[src/rtl/tpm_ram_arbiter_if.sv]
// Bus bundle between the TPM RAM arbiter, its Wishbone master, the data provider and the RAM.
// Signal directions (_i/_o) are named from the arbiter's point of view.
interface tpm_ram_arbiter_if #(
    parameter int ADDR_WIDTH = 11
);
    logic                  wb_cyc_i;
    logic                  wb_stb_i;
    logic                  wb_we_i;
    logic [3:0]            wb_sel_i;
    logic [ADDR_WIDTH-1:0] wb_adr_i;
    logic [31:0]           wb_dat_i;
    logic [31:0]           wb_dat_o;
    logic                  wb_ack_o;

    logic                  dp_req_i;
    logic                  dp_we_i;
    logic [ADDR_WIDTH-1:0] dp_addr_i;
    logic [7:0]            dp_dat_i;
    logic [7:0]            dp_dat_o;
    logic                  dp_ack_o;

    logic [ADDR_WIDTH-3:0] ram_a_o;
    logic [31:0]           ram_wd_o;
    logic [3:0]            ram_wen_o;
    logic [31:0]           ram_rd_i;

    modport slave (
        input  wb_cyc_i, wb_stb_i, wb_we_i, wb_sel_i, wb_adr_i, wb_dat_i,
        output wb_dat_o, wb_ack_o,
        input  dp_req_i, dp_we_i, dp_addr_i, dp_dat_i,
        output dp_dat_o, dp_ack_o,
        output ram_a_o, ram_wd_o, ram_wen_o,
        input  ram_rd_i
    );

    modport master (
        output wb_cyc_i, wb_stb_i, wb_we_i, wb_sel_i, wb_adr_i, wb_dat_i,
        input  wb_dat_o, wb_ack_o,
        output dp_req_i, dp_we_i, dp_addr_i, dp_dat_i,
        input  dp_dat_o, dp_ack_o,
        input  ram_a_o, ram_wd_o, ram_wen_o,
        output ram_rd_i
    );
endinterface

[src/rtl/tpm_ram_arbiter.sv]
// Two-port arbiter sharing one 32-bit TPM command/response RAM between Wishbone and a byte-wide
// data provider; exec_i picks the priority side, a starvation counter guarantees the other side progress.
//   state   | meaning
//   IDLE    | arbitrate; the granted side drives the RAM this cycle
//   RESP_WB | Wishbone ack with RAM read word
//   RESP_DP | data-provider ack with selected RAM byte lane
module tpm_ram_arbiter #(
    parameter int ADDR_WIDTH   = 11,
    parameter int STARVE_LIMIT = 4
) (
    input  logic              clk_i,
    input  logic              rst_i,
    input  logic              exec_i,
    tpm_ram_arbiter_if.slave  bus
);
    localparam int CW = $clog2(STARVE_LIMIT + 1);

    typedef enum logic [1:0] {IDLE, RESP_WB, RESP_DP} state_e;

    state_e        state_q, state_d;
    logic [CW-1:0] starve_cnt_q, starve_cnt_d;
    logic [1:0]    dp_lane_q, dp_lane_d;
    logic          dp_we_q, dp_we_d;
    logic [7:0]    dp_dat_q, dp_dat_d;

    logic       wb_pend, dp_pend, contended, starved, arbitrate;
    logic       grant_wb, grant_dp;
    logic [7:0] rd_lane;
    logic       unused_wb_adr;

    assign unused_wb_adr = ^bus.wb_adr_i[1:0];

    // Grant is combinational so the RAM sees the winner's address in the arbitration cycle itself.
    assign wb_pend   = bus.wb_cyc_i & bus.wb_stb_i;
    assign dp_pend   = bus.dp_req_i;
    assign contended = wb_pend & dp_pend;
    assign starved   = (starve_cnt_q == CW'(STARVE_LIMIT));
    assign arbitrate = (state_q == IDLE) & ~rst_i;
    assign grant_wb  = arbitrate & wb_pend & (~dp_pend | (exec_i ^ starved));
    assign grant_dp  = arbitrate & dp_pend & ~grant_wb;
    assign rd_lane   = bus.ram_rd_i[{dp_lane_q, 3'b000} +: 8];

    always_ff @(posedge clk_i or posedge rst_i) begin
        if (rst_i) begin
            state_q      <= IDLE;
            starve_cnt_q <= '0;
            dp_lane_q    <= '0;
            dp_we_q      <= 1'b0;
            dp_dat_q     <= '0;
        end else begin
            state_q      <= state_d;
            starve_cnt_q <= starve_cnt_d;
            dp_lane_q    <= dp_lane_d;
            dp_we_q      <= dp_we_d;
            dp_dat_q     <= dp_dat_d;
        end
    end

    always_comb begin
        state_d      = state_q;
        starve_cnt_d = starve_cnt_q;
        dp_lane_d    = dp_lane_q;
        dp_we_d      = dp_we_q;
        dp_dat_d     = dp_dat_q;
        case (state_q)
            IDLE: begin
                if (grant_wb)      state_d = RESP_WB;
                else if (grant_dp) state_d = RESP_DP;
            end
            RESP_WB: state_d = IDLE;
            RESP_DP: begin
                state_d = IDLE;
                if (!dp_we_q) dp_dat_d = rd_lane;
            end
            default: state_d = IDLE;
        endcase
        if (grant_dp) begin
            dp_lane_d = bus.dp_addr_i[1:0];
            dp_we_d   = bus.dp_we_i;
        end
        // Under contention an unstarved grant always goes to the priority side.
        if (grant_wb | grant_dp) begin
            if (contended && !starved) starve_cnt_d = starve_cnt_q + 1'b1;
            else                       starve_cnt_d = '0;
        end
    end

    always_comb begin
        bus.ram_a_o   = '0;
        bus.ram_wd_o  = '0;
        bus.ram_wen_o = '0;
        if (grant_wb) begin
            bus.ram_a_o   = bus.wb_adr_i[ADDR_WIDTH-1:2];
            bus.ram_wd_o  = bus.wb_dat_i;
            bus.ram_wen_o = bus.wb_we_i ? bus.wb_sel_i : 4'b0000;
        end else if (grant_dp) begin
            bus.ram_a_o   = bus.dp_addr_i[ADDR_WIDTH-1:2];
            bus.ram_wd_o  = {4{bus.dp_dat_i}};
            bus.ram_wen_o = bus.dp_we_i ? (4'b0001 << bus.dp_addr_i[1:0]) : 4'b0000;
        end
        bus.wb_ack_o = (state_q == RESP_WB);
        bus.wb_dat_o = bus.wb_ack_o ? bus.ram_rd_i : 32'h0;
        bus.dp_ack_o = (state_q == RESP_DP);
        bus.dp_dat_o = (bus.dp_ack_o && !dp_we_q) ? rd_lane : dp_dat_q;
    end
endmodule

[src/flat_wrapper.sv]
// flat-port wrapper written by rule: the top's interface ports become plain ports
module tpm_ram_arbiter_flat 
#(
    parameter int ADDR_WIDTH   = 11,
    parameter int STARVE_LIMIT = 4
)
  (clk_i, rst_i, exec_i, bus_wb_cyc_i, bus_wb_stb_i, bus_wb_we_i, bus_wb_sel_i, bus_wb_adr_i, bus_wb_dat_i, bus_wb_dat_o, bus_wb_ack_o, bus_dp_req_i, bus_dp_we_i, bus_dp_addr_i, bus_dp_dat_i, bus_dp_dat_o, bus_dp_ack_o, bus_ram_a_o, bus_ram_wd_o, bus_ram_wen_o, bus_ram_rd_i);
  tpm_ram_arbiter_if #(.ADDR_WIDTH(ADDR_WIDTH)) bus_i ();
  input  logic clk_i;
  input  logic rst_i;
  input  logic exec_i;
  input wire logic [$bits(bus_i.wb_cyc_i)-1:0] bus_wb_cyc_i;
  input wire logic [$bits(bus_i.wb_stb_i)-1:0] bus_wb_stb_i;
  input wire logic [$bits(bus_i.wb_we_i)-1:0] bus_wb_we_i;
  input wire logic [$bits(bus_i.wb_sel_i)-1:0] bus_wb_sel_i;
  input wire logic [$bits(bus_i.wb_adr_i)-1:0] bus_wb_adr_i;
  input wire logic [$bits(bus_i.wb_dat_i)-1:0] bus_wb_dat_i;
  output wire logic [$bits(bus_i.wb_dat_o)-1:0] bus_wb_dat_o;
  output wire logic [$bits(bus_i.wb_ack_o)-1:0] bus_wb_ack_o;
  input wire logic [$bits(bus_i.dp_req_i)-1:0] bus_dp_req_i;
  input wire logic [$bits(bus_i.dp_we_i)-1:0] bus_dp_we_i;
  input wire logic [$bits(bus_i.dp_addr_i)-1:0] bus_dp_addr_i;
  input wire logic [$bits(bus_i.dp_dat_i)-1:0] bus_dp_dat_i;
  output wire logic [$bits(bus_i.dp_dat_o)-1:0] bus_dp_dat_o;
  output wire logic [$bits(bus_i.dp_ack_o)-1:0] bus_dp_ack_o;
  output wire logic [$bits(bus_i.ram_a_o)-1:0] bus_ram_a_o;
  output wire logic [$bits(bus_i.ram_wd_o)-1:0] bus_ram_wd_o;
  output wire logic [$bits(bus_i.ram_wen_o)-1:0] bus_ram_wen_o;
  input wire logic [$bits(bus_i.ram_rd_i)-1:0] bus_ram_rd_i;
  assign bus_i.wb_cyc_i = bus_wb_cyc_i;
  assign bus_i.wb_stb_i = bus_wb_stb_i;
  assign bus_i.wb_we_i = bus_wb_we_i;
  assign bus_i.wb_sel_i = bus_wb_sel_i;
  assign bus_i.wb_adr_i = bus_wb_adr_i;
  assign bus_i.wb_dat_i = bus_wb_dat_i;
  assign bus_wb_dat_o = bus_i.wb_dat_o;
  assign bus_wb_ack_o = bus_i.wb_ack_o;
  assign bus_i.dp_req_i = bus_dp_req_i;
  assign bus_i.dp_we_i = bus_dp_we_i;
  assign bus_i.dp_addr_i = bus_dp_addr_i;
  assign bus_i.dp_dat_i = bus_dp_dat_i;
  assign bus_dp_dat_o = bus_i.dp_dat_o;
  assign bus_dp_ack_o = bus_i.dp_ack_o;
  assign bus_ram_a_o = bus_i.ram_a_o;
  assign bus_ram_wd_o = bus_i.ram_wd_o;
  assign bus_ram_wen_o = bus_i.ram_wen_o;
  assign bus_i.ram_rd_i = bus_ram_rd_i;
  tpm_ram_arbiter #(.ADDR_WIDTH(ADDR_WIDTH), .STARVE_LIMIT(STARVE_LIMIT)) u_core (.clk_i(clk_i), .rst_i(rst_i), .exec_i(exec_i), .bus(bus_i));
endmodule
[config.mk]
export PLATFORM = sky130hd
export DESIGN_NAME = tpm_ram_arbiter_flat
export DESIGN_NICKNAME = d
export VERILOG_FILES = /design/src/rtl/tpm_ram_arbiter_if.sv /design/src/rtl/tpm_ram_arbiter.sv /design/src/flat_wrapper.sv
export SDC_FILE = /design/constraint.sdc
export NUM_CORES = 1
export LEC_CHECK = 0
export BUFFER_PORTS_ARGS = -buffer_cell sky130_fd_sc_hd__buf_2
export CAP_MARGIN = 5
export CORE_MARGIN = 2
export CORE_UTILIZATION = 31
export CTS_BUF_LIST = sky130_fd_sc_hd__clkbuf_4 sky130_fd_sc_hd__clkbuf_8
export DETAILED_ROUTE_END_ITERATION = 12
export PLACE_DENSITY = 0.76
export SETUP_SLACK_MARGIN = 0.1
export SLEW_MARGIN = 20
export SYNTH_ARGS = -nofsm -noshare
export SYNTH_HDL_FRONTEND = slang
export SYNTH_SLANG_ARGS = --single-unit
[constraint.sdc]
create_clock -name clk_i -period 2.1 [get_ports clk_i]
set_input_delay 0.21 -clock clk_i [delete_from_list [all_inputs] [get_ports clk_i]]
set_output_delay 0.21 -clock clk_i [all_outputs]
set_load 0.05 [all_outputs]
==> key figures, run 1 <==
Detailed routing
  • Via density: 5.01
  • Drt first pass iters: 5
  • DR vias: 2148
  • Number of DRC markers in iteration 0: 187
  • Drt drc: 0
  • Final wirelength: 6.99 mm
  • Post-DRT Antenna Nets: 0
  • WL per Instance: 16.3 um

Clock network
  • Skew-Pair Late Insertion Delay: 0.25 ns
  • CTS clk-pin slew, worst paths: 0.06 ns
  • Clock buffer depth: 2
  • CTS sink cnt: 16
  • TritonCTS clock tree: built
  • Clk root buf: clkbuf_8
  • CTS H-tree depth: 1
  • Total CTS buffers: 3

STA
  • Fin Hold WS: 0.0602 ns
  • FMAX: 0.446 GHz
  • Worst-Margin Slew: 0.633 ns
  • Headroom to the max-slew limit: 57.8%
  • Final worst slack: -0.141 ns
  • Max Slew Vio Count: 0
  • Final Skew: 0.00116 ns
  • Hold Vio Cnt, Final: 0
  • Tcrit/Tclk final: 107%
  • RSZ-0062 raised after global routing: yes
  • Final Setup Violations: 45
  • Minimum clock period: 2.24 ns

Floorplan
  • Chip Height: 76.2 um
  • Std-Cell Rows: 26
  • Core box area: 5070 um2
  • DIE AREA: 5800 um2
  • Starting Density: 31.8%
  • Die Width: 76.2 um
  • IO Pins: 193

Cells and area
  • Layout cells sized above 1: 77.2%
  • Nets: 468
  • Final instance area: 3300 um2
  • Area grow syn2layout: 104%
  • # diodes: 0
  • Fillers: 411

Status
  • Violated checks: negative setup slack
  • Status: finished, violations left

GRT
  • Largest net degree at the start of global routing: 41
  • Vias in the first global route: 2066
  • First-pass GRT wire length: 10.0 mm
  • Grt met2 use: 37.1%
  • M1 GR Usage: 26.8%
  • Antenna violations before repair: 0
  • Grt ovf: 0
  • GRT Max-Usage Layer: met2
  • Tot GR Track Use: 21.0%
  • Grt met3 use: 2.84%

Critical path
  • Peak fanout along the critical path: 8
  • Start-to-end type of the worst setup path: flip-flop to output pin
  • Critical path cell sequence: inv_2 > ha_4 > and3b_2 > o21ai_1 > and3_4 > clkbuf_16 > a22o_2 > buf_6
  • Critical path arrival: 2.03 ns
  • Critical path's largest stage delay: 0.37 ns
  • Startpoint Class: flip-flop
  • Worst reg-to-reg setup slack: 0.09 ns
  • Reg2reg start: u_core.starve_cnt_q[1]
  • R2r worst-path depth: 8
  • Crit-path leading delay family: simple AND/OR/NAND/NOR gates
  • CP max-delay cell: dfrtp_1
  • Critical Path RT: 1.89 ns
  • FF-to-FF End: u_core.dp_we_q
  • Crit. End Element: output pin
  • WP buf/inv: 3

Synthesis
  • Avg Synthesized Cell Area: 9.79 um2
  • Mapped cell area: 1620 um2
  • Syn Inst Count: 165
  • Syn Nets: 273
  • Number of distinct library cells after synthesis: 27
  • Yosys reg bits: 16
  • Post-synthesis sequential area ratio: 24.8%
  • YS warnings: 0

Hold path
  • Hold/Removal Path Class: input pin to async pin

Pwr
  • Pwr/cell area: 647 nW/um2
  • Leakage: 1.77 nW
  • PnR Total Power: 2.14 mW
  • VDD IR max: 0.000475 V

Place
  • Post-detail-place hpwl: 4.81 mm
  • Pre-CTS setup slack: 0.0329 ns
  • PortBufs: 190
  • Placed cell areas: 2690 um2
  • Placer Congestion: 0.783

Flow run
  • Max_cap viols: 0
-- logic make-up (layout without fill, tap and decap cells) --
kind of cell	after synthesis	after routing	share of synthesized area [%]
buffers and inverters	22	216	6.82
adders and majority gates	2	2	1.55
AOI/OAI and AO/OA	53	53	27.5
DFF	16	16	24.8
muxes	19	19	18.8
and+or+nand+nor	53	53	20.5
-- power breakdown --
group,internal (mW),switching [mW],total (mW)
combinational,0.584,0.826,1.41
sequential,0.404,0.0465,0.450
clock,0.166,0.110,0.276
-- worst max-delay path by stage --
stage	startpoint	endpoint	cells past startpoint	slack [ns]
detailed placement	u_core.starve_cnt_q[1]	bus_ram_wd_o[27]	7	0.03
floorplan	u_core.starve_cnt_q[0]	bus_ram_wen_o[1]	8	0.11
global placement	u_core.starve_cnt_q[0]	bus_ram_wd_o[11]	7	0.07
finish	u_core.starve_cnt_q[1]	bus_ram_wd_o[26]	8	-0.14
CTS	u_core.starve_cnt_q[1]	bus_ram_wen_o[1]	8	-0.17
global route	u_core.starve_cnt_q[0]	bus_ram_wd_o[15]	8	-0.21
-- final cells by class --
cell class / instances / area (um2) / area share (%)
clock buffer: 4 / 55.1 / 1.67
inverter: 5 / 18.8 / 0.568
multi-input combinational: 127 / 1210 / 36.8
sequential: 16 / 402 / 12.2
tap: 70 / 87.6 / 2.65
timing repair buffer: 207 / 1530 / 46.2
-- timing repair --
item                                    CTS  global route
cloned                                    0             3
setup buffers                             4             3
pin swaps                                 6             4
gates resized for setup                 103            35
endpoints found under the setup margin   53            53
hold buffers                              0             0
-- cell usage in the layout (no fill, tap or decap), drive strengths merged, types with 3 or more instances in the layout --
cell	Yosys	final
o21ai	5	5
a22o	41	41
dfrtp	16	16
and2	33	33
clkbuf	4	6
inv	5	5
and3	5	5
buf	13	205
mux2	11	11
nand2	4	4
mux4	8	8
nor2b	3	3
a21o	3	3
-- stage by stage --
stage	cells	TNS (ns)	util (%)
6_report	429	-5.26	65.1
3_5_place_dp	415	0	53.0
2_1_floorplan	165	0	-
4_1_cts	423	-5.81	61.1
3_3_place_gp	415	0	53.0
5_1_grt	429	-8.24	65.1
-- synthesized netlist by cell type (all sizes together) --
library cell | count | area [um2]
a22o | 41 | 359
and2 | 33 | 206
dfrtp | 16 | 400
buf | 13 | 76.3
mux2 | 11 | 124
mux4 | 8 | 180
and3 | 5 | 31.3
inv | 5 | 18.8
o21ai | 5 | 25.0
clkbuf | 4 | 15.0
nand2 | 4 | 15.0
a21o | 3 | 22.5
nor2b | 3 | 18.8
a32o | 2 | 20.0
and3b | 2 | 17.5
ha | 2 | 25.0
a21boi | 1 | 7.51
nand3b | 1 | 7.51
nand4 | 1 | 6.26
nor2 | 1 | 3.75
nor3 | 1 | 10.0
nor3b | 1 | 7.51
o311a | 1 | 10.0
or2b | 1 | 7.51
-- metal layers --
layer / wire length (um) / part of all wire [%] / vias up
li1: - / - / 1017
met1: 2790 / 40 / 1018
met2: 3700 / 53 / 103
met3: 366 / 5.2 / 10
met4: 127 / 1.8 / 0
met5: 0 / 0 / -
-- flip-flops by register name (all words and copies together) (netlist names) --
| name | count |
|---|---|
| u_core.dp_dat_q | 8 |
| u_core.dp_lane_q | 2 |
| u_core.starve_cnt_q | 3 |
| u_core.state_q | 2 |
| u_core.dp_we_q | 1 |
Power figures use the tool's default switching activity.
==> inputs of run 2 (changes only) <==
--- a/config.mk
+++ b/config.mk
@@ -11,6 +11,8 @@
 export CORE_UTILIZATION = 31
 export CTS_BUF_LIST = sky130_fd_sc_hd__clkbuf_4 sky130_fd_sc_hd__clkbuf_8
 export DETAILED_ROUTE_END_ITERATION = 12
+export GPL_ROUTABILITY_DRIVEN = 0
+export MAX_ROUTING_LAYER = met4
 export PLACE_DENSITY = 0.76
 export SETUP_SLACK_MARGIN = 0.1
 export SLEW_MARGIN = 20
==> key figures, run 2 (synthesis results as in run 1) <==
Status
  • Status: finished, violations left
  • Violated checks: negative setup slack

STA
  • Max Slew Vio Count: 0
  • Final Setup Violations: 45
  • FMAX: 0.446 GHz
  • Final Skew: 0.00117 ns
  • Hold Vio Cnt, Final: 0
  • Worst-Margin Slew: 0.635 ns
  • Minimum clock period: 2.24 ns
  • RSZ-0062 raised after global routing: yes
  • Final worst slack: -0.142 ns
  • Headroom to the max-slew limit: 57.6%
  • Fin Hold WS: 0.0609 ns
  • Total negative slack: -5.22 ns
  • Tcrit/Tclk final: 107%

Place
  • Placed cell areas: 2690 um2
  • PortBufs: 190
  • Placed cell count: 415
  • Pre-CTS setup slack: 0.0329 ns
  • Post-detail-place hpwl: 4.81 mm

Detailed routing
  • Drt first pass iters: 4
  • WL per Instance: 16.2 um
  • Drt drc: 0
  • DR vias: 2144
  • Post-DRT Antenna Nets: 0
  • Via density: 5.00
  • Final wirelength: 6.95 mm
  • Number of DRC markers in iteration 0: 175

Cells and area
  • Most common cell after layout, fill and taps aside: buf_2
  • Area grow syn2layout: 104%
  • Layout cells sized above 1: 77.2%
  • Non-Filler Instances: 429
  • Final instance area: 3300 um2
  • Commonest cells after routing, fill and taps aside: 137 x buf_2, 46 x buf_6, 35 x a22o_2, 33 x and2_1, 15 x dfrtp_1
  • # diodes: 0
  • Post-layout util: 65.0%
  • Max reg flops: 8
  • Top Registers: u_core.dp_dat_q x8, u_core.starve_cnt_q x3
  • Reg with most FFs: u_core.dp_dat_q
  • Nets: 468

Clock network
  • CTS H-tree depth: 1
  • Clock buffer depth: 2
  • TritonCTS clock tree: built
  • Clk root buf: clkbuf_8
  • Skew-Pair Late Insertion Delay: 0.25 ns
  • Post-CTS Hold Fix Bufs: 0
  • CTS clk-pin slew, worst paths: 0.06 ns
  • CTS sink cnt: 16
  • Total CTS buffers: 3

Floorplan
  • Std-Cell Rows: 26
  • Core box area: 5070 um2
  • Chip Height: 76.2 um
  • IO Pins: 193
  • Die Width: 76.2 um
  • DIE AREA: 5800 um2
  • Starting Density: 31.8%

Critical path
  • Critical Path RT: 1.89 ns
  • Start-to-end type of the worst setup path: flip-flop to output pin
  • Critical path cell sequence: inv_2 > ha_4 > and3b_2 > o21ai_1 > and3_4 > clkbuf_16 > a22o_2 > buf_6
  • Critical Path Stages: 8
  • CP max-delay cell: dfrtp_1
  • WP buf/inv: 3
  • Startpoint Class: flip-flop
  • R2r worst-path depth: 8
  • Critical path's largest stage delay: 0.37 ns
  • Critical path arrival: 2.03 ns
  • Crit. End Element: output pin
  • Peak fanout along the critical path: 8
  • Crit-path leading delay family: simple AND/OR/NAND/NOR gates

GRT
  • Antenna violations before repair: 0
  • First-pass GRT wire length: 10.1 mm
  • Grt ovf: 0
  • Vias in the first global route: 2062
  • Largest net degree at the start of global routing: 41
  • Tot GR Track Use: 21.6%

Pwr
  • Pwr/cell area: 647 nW/um2
  • PnR Total Power: 2.13 mW
  • VDD IR max: 0.000475 V
  • Leakage: 1.77 nW

Flow run
  • Max_cap viols: 0

Hold path
  • Hold/Removal Path Class: input pin to async pin
-- run 2: cell types whose count changed in the layout (fill, tap and decap cells not counted) --
| cell | delta |
|---|---|
| buf_6 | +1 |
| buf_8 | -1 |
-- run 2: what timing repair did --
action                                  CTS  global route
pin swaps                                 6             4
setup buffers                             4             3
gates resized for setup                 103            34
endpoints found under the setup margin   53            53
cloned                                    0             3
-- run 2: layer usage --
layer	wire length [um]	track usage [%]	up-vias
met1	2820	27.2	1022
met3	287	2.37	12
met4	134	5.82	0
li1	-	-	1016
met5	0	-	-
met2	3710	37.1	94
-- run 2: path summary, 6_finish.rpt --
kind / end / startpoint / slack [ns]
setup / recovery: bus_ram_wd_o[26] / u_core.starve_cnt_q[1] / -0.14
hold / removal: u_core.starve_cnt_q[0] / rst_i / 0.06
setup reg to reg: u_core.dp_we_q / u_core.starve_cnt_q[1] / 0.10
hold reg to reg: u_core.dp_dat_q[2] / u_core.dp_dat_q[2] / 0.50
max in group asynchronous: u_core.dp_lane_q[0] / rst_i / 1.59
min in group clk_i: u_core.dp_lane_q[0] / bus_dp_addr_i[0] / 0.24
-- run 2: cell type report --
cell class | count | area, um2
fillers | 413 | 1780
repair buffers | 207 | 1520
multi-input cells | 127 | 1210
flip-flops and latches | 16 | 402
well taps | 70 | 87.6
clock buffers | 4 | 55.1
inverters | 5 | 18.8
-- run 2: power breakdown --
| part | switching, mW | internal [mW] | leakage, nW |
|---|---|---|---|
| Combinational | 0.826 | 0.583 | 1.55 |
| Sequential | 0.0458 | 0.404 | 0.198 |
| Clock | 0.110 | 0.166 | 0.0288 |
| Total | 0.981 | 1.15 | 1.77 |
==> inputs of run 3 (changes only) <==
--- a/config.mk
+++ b/config.mk
@@ -7,13 +7,13 @@
 export LEC_CHECK = 0
 export BUFFER_PORTS_ARGS = -buffer_cell sky130_fd_sc_hd__buf_2
 export CAP_MARGIN = 5
-export CORE_MARGIN = 2
-export CORE_UTILIZATION = 31
+export CORE_AREA = 2 2 74 76
 export CTS_BUF_LIST = sky130_fd_sc_hd__clkbuf_4 sky130_fd_sc_hd__clkbuf_8
 export DETAILED_ROUTE_END_ITERATION = 12
+export DIE_AREA = 0 0 76 78
 export GPL_ROUTABILITY_DRIVEN = 0
 export MAX_ROUTING_LAYER = met4
-export PLACE_DENSITY = 0.76
+export PLACE_DENSITY = 0.78
 export SETUP_SLACK_MARGIN = 0.1
 export SLEW_MARGIN = 20
 export SYNTH_ARGS = -nofsm -noshare
==> key figures, run 3 (synthesis results as in run 1) <==
STA
  • Max Slew Vio Count: 0
  • Final Setup Violations: 45
  • Hold Vio Cnt, Final: 0
  • Worst-Margin Slew: 0.621 ns
  • RSZ-0062 raised after global routing: yes
  • Tcrit/Tclk final: 104%
  • Final Skew: 0.00491 ns
  • FMAX: 0.458 GHz
  • Final worst slack: -0.0812 ns
  • Minimum clock period: 2.18 ns
  • Fin Hold WS: 0.0562 ns
  • Headroom to the max-slew limit: 58.6%

Clock network
  • CTS clk-pin slew, worst paths: 0.07 ns
  • CTS sink cnt: 16
  • Skew-Pair Late Insertion Delay: 0.25 ns
  • TritonCTS clock tree: built
  • Post-CTS Hold Fix Bufs: 0
  • Clock buffer depth: 2
  • CTS H-tree depth: 1
  • Clk root buf: clkbuf_8
  • Total CTS buffers: 3

Detailed routing
  • Wl on met1: 2.67 mm
  • WL met3: 362 um
  • Final wirelength: 6.84 mm
  • WL per Instance: 16.1 um
  • Drt first pass iters: 4
  • DR top layer: met4
  • Post-DRT Antenna Nets: 0
  • Number of DRC markers in iteration 0: 99
  • DR vias: 2144
  • Drt drc: 0
  • Met2 Wirelength: 3.67 mm
  • Via density: 5.06

Pwr
  • VDD IR max: 0.000438 V
  • Net Sw Frac: 46.4%
  • Internal power: 1.11 mW
  • Sequential Power Share: 21.7%
  • PnR Total Power: 2.07 mW
  • Combinational power share: 65.2%
  • Pwr/cell area: 652 nW/um2
  • Leakage: 1.72 nW
  • Clock power frac: 13.1%
  • Net switching power: 961 uW

Status
  • Status: finished, violations left
  • Violated checks: negative setup slack

Critical path
  • Startpoint Class: flip-flop
  • Critical path arrival: 1.97 ns
  • Start-to-end type of the worst setup path: flip-flop to output pin
  • Critical Path Source: u_core.starve_cnt_q[0]
  • Critical Path RT: 1.89 ns
  • Worst reg-to-reg setup slack: 0.20 ns
  • Peak fanout along the critical path: 32
  • Reg2reg start: u_core.starve_cnt_q[0]
  • Crit. End Element: output pin
  • R2r worst-path depth: 8

GRT
  • Tot GR Track Use: 21.8%
  • Vias in the first global route: 2097
  • Grt ovf: 0
  • Antenna violations before repair: 0
  • Largest net degree at the start of global routing: 34
  • First-pass GRT wire length: 10.3 mm

Cells and area
  • Layout cells sized above 1: 75.4%
  • Nets: 463
  • Max reg flops: 8
  • Commonest cells after routing, fill and taps aside: 137 x buf_2, 50 x buf_6, 35 x a22o_2, 33 x and2_1, 15 x dfrtp_1
  • Top Registers: u_core.dp_dat_q x8, u_core.starve_cnt_q x3
  • # diodes: 0
  • Final instance area: 3180 um2
  • Area grow syn2layout: 96.7%
  • Post-layout util: 63.0%
  • Most common cell after layout, fill and taps aside: buf_2
  • Reg with most FFs: u_core.dp_dat_q

Floorplan
  • Die Width: 76 um
  • Starting Density: 32.0%
  • Std-Cell Rows: 26
  • Chip Height: 78 um
  • Core box area: 5040 um2
  • DIE AREA: 5930 um2
  • IO Pins: 193

Place
  • PortBufs: 190
  • Post-detail-place hpwl: 5.15 mm
  • Placed cell areas: 2690 um2

Hold path
  • Hold/Removal Path Class: input pin to async pin

Flow run
  • Max_cap viols: 0
run 3: cell count changes in the layout (fill, tap and decap cells not counted), moves of 2 or more:
| cell | delta |
|---|---|
| and3_1 | +2 |
| and3_4 | -2 |
| buf_6 | +4 |
| buf_8 | -6 |
run 3: final timing paths:
check	to
max	bus_ram_wd_o[30]
min	u_core.starve_cnt_q[0]
max reg2reg	u_core.dp_lane_q[1]
min reg2reg	u_core.dp_we_q
max in group asynchronous	u_core.dp_lane_q[0]
min in group clk_i	u_core.dp_we_q
run 3: metal layers:
layer  vias up  GRT usage [%]
li1       1008              -
met1      1005           26.9
met2       117           37.9
met3        14           3.02
met4         0           5.64
met5         -              -
run 3: power by group through the flow:
stage / clock network, mW / logic (mW) / registers (mW)
global placement: 0 / 1.12 / 0.464
CTS: 0.275 / 1.27 / 0.447
global route: 0.293 / 1.41 / 0.456
floorplan: 0 / 0.870 / 0.427
detailed placement: 0 / 1.13 / 0.470
finish: 0.271 / 1.35 / 0.450
run 3: metrics by stage:
step / instances / worst slack, ns / TNS (ns)
2_1_floorplan: 165 / 0.108 / 0
3_3_place_gp: 415 / 0.0605 / 0
3_5_place_dp: 415 / 0.0414 / 0
4_1_cts: 423 / -0.0613 / -2.15
5_1_grt: 424 / -0.158 / -6.04
6_report: 424 / -0.0812 / -2.52
run 3: timing repair:
action / 4_1_cts / 5_1_grt
endpoints found under the setup margin: 53 / 53
setup buffers: 4 / 0
gates resized for setup: 104 / 21
gates cloned: 0 / 1
run 3: final cells by class:
class                           count  area, um2
Fill cell                         428       1870
Clock buffer                        4       55.1
Tap cell                           70       87.6
Multi-Input combinational cell    127       1190
Inverter                            5       18.8
Sequential cell                    16        402
Timing Repair Buffer              202       1420
run 3: worst max-delay path, stage by stage (launching register included):
cell,delay [ns]
dfrtp_1,0.37
inv_2,0.05
ha_4,0.17
and3b_1,0.20
o311a_4,0.36
buf_12,0.18
a22o_2,0.23
buf_6,0.15
